===== src/rtl/countdown_timer.sv =====
// Minutes:seconds down-counter with a one-second prescaler, one-cycle done pulse and held expired flag.
// Optional build macro COUNTDOWN_AUTO_RELOAD_EN reloads the preset on expiry and keeps counting.
module countdown_timer #(
    parameter int TICK_DIV = 50_000_000,
    parameter int MAX_MIN  = 59
) (
    input  logic       clk,
    input  logic       rst,
    input  logic       load,
    input  logic [5:0] load_min,
    input  logic [5:0] load_sec,
    input  logic       start,
    input  logic       pause,
    output logic [5:0] min,
    output logic [5:0] sec,
    output logic       running,
    output logic       done,
    output logic       expired
);

    localparam int            PW        = $clog2(TICK_DIV);
    localparam logic [PW-1:0] TICK_LAST = PW'(TICK_DIV - 1);
    localparam logic [5:0]    MAX_MIN_V = 6'(MAX_MIN);
    localparam logic [5:0]    SEC_TOP   = 6'd59;

    typedef enum logic [1:0] {
        IDLE    = 2'd0,
        RUN     = 2'd1,
        PAUSE   = 2'd2,
        EXPIRED = 2'd3
    } state_t;

    state_t        state_r, state_nx_s;
    logic [PW-1:0] presc_r, presc_nx_s;
    logic [5:0]    min_nx_s, sec_nx_s;
    logic          done_nx_s;

`ifdef COUNTDOWN_AUTO_RELOAD_EN
    logic [5:0]    preset_min_r, preset_sec_r;
`endif

    function automatic logic [5:0] clamp_sec(input logic [5:0] v);
        if (v > SEC_TOP) clamp_sec = SEC_TOP;
        else             clamp_sec = v;
    endfunction

    function automatic logic [5:0] clamp_min(input logic [5:0] v);
        if (v > MAX_MIN_V) clamp_min = MAX_MIN_V;
        else               clamp_min = v;
    endfunction

    // Next-state, next-value and done-pulse decode; load outranks pause, pause outranks start.
    always_comb begin
        state_nx_s = state_r;
        presc_nx_s = presc_r;
        min_nx_s   = min;
        sec_nx_s   = sec;
        done_nx_s  = 1'b0;
        if (load) begin
            state_nx_s = IDLE;
            presc_nx_s = '0;
            min_nx_s   = clamp_min(load_min);
            sec_nx_s   = clamp_sec(load_sec);
        end else begin
            case (state_r)
                IDLE: begin
                    if (pause) begin
                        state_nx_s = IDLE;
                    end else if (start) begin
                        presc_nx_s = '0;
                        if (min == 6'd0 && sec == 6'd0) begin
                            state_nx_s = EXPIRED;
                            done_nx_s  = 1'b1;
                        end else begin
                            state_nx_s = RUN;
                        end
                    end else begin
                        state_nx_s = IDLE;
                    end
                end
                RUN: begin
                    if (pause) begin
                        state_nx_s = PAUSE;
                    end else if (presc_r == TICK_LAST) begin
                        presc_nx_s = '0;
                        if (sec != 6'd0) begin
                            sec_nx_s = sec - 6'd1;
                        end else if (min != 6'd0) begin
                            sec_nx_s = SEC_TOP;
                            min_nx_s = min - 6'd1;
                        end else begin
                            sec_nx_s = 6'd0;
                        end
                        // This tick lands on (or already sits at) 00:00.
                        if (min == 6'd0 && sec <= 6'd1) begin
                            done_nx_s = 1'b1;
`ifdef COUNTDOWN_AUTO_RELOAD_EN
                            if (preset_min_r != 6'd0 || preset_sec_r != 6'd0) begin
                                min_nx_s   = preset_min_r;
                                sec_nx_s   = preset_sec_r;
                                state_nx_s = RUN;
                            end else begin
                                state_nx_s = EXPIRED;
                            end
`else
                            state_nx_s = EXPIRED;
`endif
                        end else begin
                            state_nx_s = RUN;
                        end
                    end else begin
                        presc_nx_s = presc_r + PW'(1);
                    end
                end
                PAUSE: begin
                    if (!pause && start) state_nx_s = RUN;
                    else                 state_nx_s = PAUSE;
                end
                EXPIRED: begin
                    state_nx_s = EXPIRED;
                end
                default: begin
                    state_nx_s = IDLE;
                end
            endcase
        end
    end

    // State, prescaler and registered outputs, all cleared by the synchronous reset.
    always_ff @(posedge clk) begin
        if (rst) begin
            state_r <= IDLE;
            presc_r <= '0;
            min     <= 6'd0;
            sec     <= 6'd0;
            running <= 1'b0;
            done    <= 1'b0;
            expired <= 1'b0;
        end else begin
            state_r <= state_nx_s;
            presc_r <= presc_nx_s;
            min     <= min_nx_s;
            sec     <= sec_nx_s;
            running <= (state_nx_s == RUN);
            done    <= done_nx_s;
            expired <= (state_nx_s == EXPIRED);
        end
    end

`ifdef COUNTDOWN_AUTO_RELOAD_EN
    // Preset captured on every load for reload after expiry.
    always_ff @(posedge clk) begin
        if (rst) begin
            preset_min_r <= 6'd0;
            preset_sec_r <= 6'd0;
        end else if (load) begin
            preset_min_r <= clamp_min(load_min);
            preset_sec_r <= clamp_sec(load_sec);
        end else begin
            preset_min_r <= preset_min_r;
            preset_sec_r <= preset_sec_r;
        end
    end
`endif

endmodule


===== config.mk =====
export PLATFORM = sky130hd
export DESIGN_NAME = countdown_timer
export DESIGN_NICKNAME = d
export VERILOG_FILES = /design/src/rtl/countdown_timer.sv
export SDC_FILE = /design/constraint.sdc
export NUM_CORES = 1
export LEC_CHECK = 0
export CORE_ASPECT_RATIO = 0.7
export CORE_MARGIN = 1.5
export CORE_UTILIZATION = 45
export DETAILED_ROUTE_END_ITERATION = 8
export GPL_TIMING_DRIVEN = 0
export HOLD_SLACK_MARGIN = 0.1
export PLACE_DENSITY = 0.8
export SYNTH_ARGS = -nofsm -noshare
export SYNTH_HDL_FRONTEND = slang
export SYNTH_SLANG_ARGS = --single-unit

===== constraint.sdc =====
create_clock -name clk -period 1.8 [get_ports clk]
set_input_delay 0.36 -clock clk [delete_from_list [all_inputs] [get_ports clk]]
set_output_delay 0.36 -clock clk [all_outputs]
set_load 0.01 [all_outputs]

Word level (Yosys, flattened, before mapping)
Index checks and enable logic that the tools add are counted.
Widths: inputs -> output; s select.
Operators by class
  equal/unequal tests: 11
  magnitude comparators: 3
  reduce and logical (&&, ||, !) cells: 17
  add/subtract/negate cells: 3
  multiplexer cells: 35
Operators by type and width (number)
  $mux 26: 4
  $mux 6: 14
  $pmux 26 s2: 1
  $add 26x1->26 const B: 1
  $eq 26x26->1 const B: 1
  $mux 2: 8
  $gt 6x6->1 const B: 2
  $logic_not 6->1: 2
  $reduce_bool 6->1: 2
  $sub 6x1->6 const B: 2
  $ne 2x2->1 const B: 5
  $pmux 2 s4: 1
  $reduce_bool 2->1: 4
  $eq 2x2->1 const B: 3
  $le 6x1->1 const B: 1
  $mux 1: 6
  $reduce_and 5->1: 1
  $eq 2x1->1 const B: 2
  $reduce_and 4->1: 1
  $logic_and 1x1->1: 3
  $reduce_and 3->1: 1
  $logic_not 2->1: 1
  $pmux 1 s2: 1
  $reduce_or 2->1: 1
  $logic_not 1->1: 1
Word-level totals
  word-level logic and storage cells: 76
  output and inout bits: 15
  flip-flop bits (word level): 43
  input port bits: 17

Logic depth before layout (Yosys ltp)
  word-level depth: 8
  mapped depth: 8
  gate-level depth less buffers: 7

Worst setup path after synthesis
Ideal clock, no wire load.
  kind: register -> register
  start point: register state_r[1]
  end point: register presc_r[11]
  stages on the path, launching flop included: 7
  slack: -0.054 ns
  data required time: 1.730 ns
  arrival: 1.784 ns
  buffers on the path: 2
  setup time: 0.070 ns
  period minus slack after synthesis: 1.854 ns
  cells stage by stage: dfxtp_1 -> buf_4 -> or4_4 -> buf_6 -> nand2b_4 -> or4b_1 -> a21oi_1
Between the ends
  cells in the longest elaborated chain, start to end: 3
  elaborated cells on any way between the ends: 8
  those cells by class: eq/ne (4); mux (1); reduce/logical (3)
Ends and longest elaborated chain
  start, declared: RTL line 33  | state_t state_r, state_nx_s;
  start signal, assigned: RTL line 140  | state_r <= state_nx_s;
  $eq 2x1->1 or $logic_not 2->1 (tied branches): RTL line 65  | case (state_r)
  $ne 2x2->1 (no source line) or $reduce_bool 2->1 (tied branches)
  $reduce_and 4->1 (no source line)
  end signal, assigned: RTL line 141  | presc_r <= presc_nx_s;
  end, declared: RTL line 34  | logic [PW-1:0] presc_r, presc_nx_s;
Parallel ways exist; a longest one is shown, timed or not.
A chain may end at the register's enable or synchronous reset.

Final worst setup path
  start point: register presc_r[1]
  end point: register presc_r[14]
Between the ends
  cells in the longest elaborated chain, start to end: 4
  elaborated cells on any way between the ends: 5
  those cells by class: add/sub (1); eq/ne (1); mux (3)
Ends and longest elaborated chain
  $add 26x1->26 or $eq 26x26->1 (tied branches): RTL line 112, 84
  $mux 26 *: RTL line 84  | end else if (presc_r == TICK_LAST) begin
  $mux 26 *: RTL line 82  | if (pause) begin
  $pmux 26 s2 *: RTL line 65
Mark *: on every way between the ends. The rest lies on a longest branch, timed or not. The select of a mux whose other input is x is not followed.

==> results.cfg <==
[synthesis]
ys_ff_latch = 43
synth_top_area_share_pct = 32.7
synth_area_per_cell_sq_um = 8.42
synth_area_leaders = dfxtp_1 33%, nor2_1 5.7%, nand2_1 3.4%
yosys_warnings = 0
synth_largest_area_cell = dfxtp_1
synth_nets = 336
synth_ff_type = dfxtp_1
synth-edff-count = 0
syn-cell-area_sq_um = 2640
syn_inst = 313
synth-seq-area-share_pct = 32.7
async_flop_share_pct = 0
synth.distinct_cells = 65

[floorplan]
initial_core_util_pct = 46.2
die_w_microns = 94.5
ios = 32
die_h_microns = 67.0
core-area_sq_um = 5700
rows = 23
die_area_sq_um = 6330

[timing]
skew_ns = 0.00579
maxSlewHeadroom_pct = 58.4
timing.final.ws_setup_ns = -0.128
slew_viol_final = 0
finalHoldViolCount = 0
tightest_slew_ns = 0.623
rsz0062_at_grt = true
fmax_mhz = 519
finalCritPeriodShare_pct = 107
timing.final.crit_period_ns = 1.93
final-setup-viol-count = 25

[final_layout]
final_area_sq_um = 3770
layout_common_cells = 38 x nor2_1, 28 x clkdlybuf4s50_1, 27 x buf_4
multi_input_area_sq_um = 1990
drive_gt1_share_pct = 34.0
regArea_sq_um = 903
area_growth_pct = 43.0
num-fill-cells = 436
nets = 406
final_common_cell = nor2_1
diodes = 0

[global_route]
grt_pass1_wl_microns = 12400
grt-ovfl-total = 0
antenna_found_initial = 0
grt_pass1_vias = 2431
grt_usage_pct = 25.5
grt_max_degree = 12

[detailed_routing]
drc = 0
drt-initial-drc-count = 219
routed_wl_microns = 8530
vias_per_cell = 6.14
wl_per_cell_microns = 18.7
ant_nets = 0
via_count = 2808
drt_first_pass_iters = 5

[power]
power_density_nw_per_um2 = 529
p_leak_nw = 1.39
total_power_mw = 1.99
ir_worst_vdd_mv = 0.409

[worst_setup_path]
end_kind = flip-flop
cp_max_fo = 6
arrival_ns = 2.16
r2r_slack_ns = -0.13
worst_ep_required_time_ns = 2.04
start_kind = flip-flop
r2r_start = presc_r[1]
worstRegToRegCells = 8
criticalPathCategory = flip-flop to flip-flop
r2r_end = presc_r[14]

[cts]
cts.sinks = 43
clkTransAtPathRegs_ns = 0.08
cts_buffers = 5
clk-insertion-delay-late_ns = 0.30
cts_tree = yes
htreeDepth = 2
clockRootBuffer = clkbuf_8
cts_buffer_depth = 2

[run_status]
violations = setup timing
status = finished, violations left

[job]
cap_viol_max_count = 0

[placement]
gp_congestion = 0.962
numPortBuffers = 30
placed_area_sq_um = 3050
hpwl_microns = 5130

[worst_hold_path]
whs_path_depth = 1
holdCritPathClass = flip-flop to flip-flop
hold_end = presc_r[19]
hp-start = presc_r[19]
## registers in the layout, indices dropped and copies added, names as in the netlist
name	cells
done	1
expired	1
min	6
presc_r	26
running	1
sec	6
state_r	2
## critical path, cell delays in order (launching register included)
cell,delay (ns)
dfxtp_4,0.39
ha_4,0.16
buf_6,0.11
nand2_4,0.05
nor4_4,0.27
buf_4,0.19
nand3_2,0.08
or4b_4,0.49
a21oi_2,0.12
## cell usage after synthesis (4+ instances only)
master	count
o21ai_0	12
xor2_1	7
and3_1	4
ha_1	6
nor3_1	7
inv_1	8
a31oi_1	4
a21oi_1	15
xnor2_1	10
or3_1	4
nand4_1	14
clkbuf_1	6
nor4_2	4
dfxtp_1	43
nand2_1	24
and2_1	6
and4_1	5
o211ai_1	7
a211oi_1	7
nand3_1	17
nor2_1	40
## cell type report
type                       instances  area share, %
sequential                        43           24.0
tap                               75           2.49
clock buffer                       6           1.93
inverter                           8          0.797
timing repair buffer              66           16.5
buffer                             9           1.46
multi-input combinational        250           52.9
## kinds of logic (layout without fill, tap and decap cells)
group	after synthesis	in the layout	synth area share, %
multiplexers	2	2	0.760
AND/OR/NAND/NOR	157	157	37.1
AO/OA/AOI/OAI	68	68	17.6
flip-flops	43	43	32.7
adder cells (fa/ha/maj)	6	6	2.85
buffers and inverters	20	89	3.42
XOR/XNOR	17	17	5.65
## worst max-delay path by stage
stage,from,end,cells past startpoint,slack (ns)
CTS,presc_r[1],presc_r[24],6,-0.1
global route,presc_r[1],presc_r[14],8,-0.21
finish,presc_r[1],presc_r[14],8,-0.13
floorplan,state_r[1],presc_r[11],6,-0.05
detailed placement,pause,min[0],6,-0.68
global placement,pause,min[0],6,-0.62
## power by group
group	total (mW)	leakage [nW]	switching, mW	internal [mW]
Clock	0.593	0.0371	0.334	0.260
Sequential	1.00	0.361	0.0378	0.964
Combinational	0.398	0.989	0.214	0.184
## stage by stage
stage                     utilization (%)  hold slack, ns  worst slack (ns)  cells  setup TNS [ns]
after CTS                            59.2           0.497           -0.0973    440           -1.30
after global placement               53.5           0.467            -0.623    418          -16.53
after detailed placement             53.5           0.490            -0.678    418          -18.30
after floorplan                         -           0.454           -0.0530    313         -0.0638
final                                66.1           0.513            -0.128    457          -0.847
after global routing                 66.1           0.542            -0.207    457           -3.21
## per-layer routing
metal / GRT usage, % / part of all wire [%] / up-vias / wire length [microns]
met2: 36.7 / 46 / 150 / 3890
met4: 6.72 / 1.8 / 0 / 157
met5: 0 / 0 / - / 0
met3: 8.11 / 8.8 / 22 / 752
li1: - / - / 1311 / -
met1: 36.4 / 44 / 1325 / 3730
## repair_timing
action                     CTS  global route
setup endpoints to repair   40            38
setup buffers               17            17
gates cloned                 1             1
hold buffers                 0             0
pin swaps                   16            24
gates resized for setup     39            69
Power figures use the tool's default switching activity.
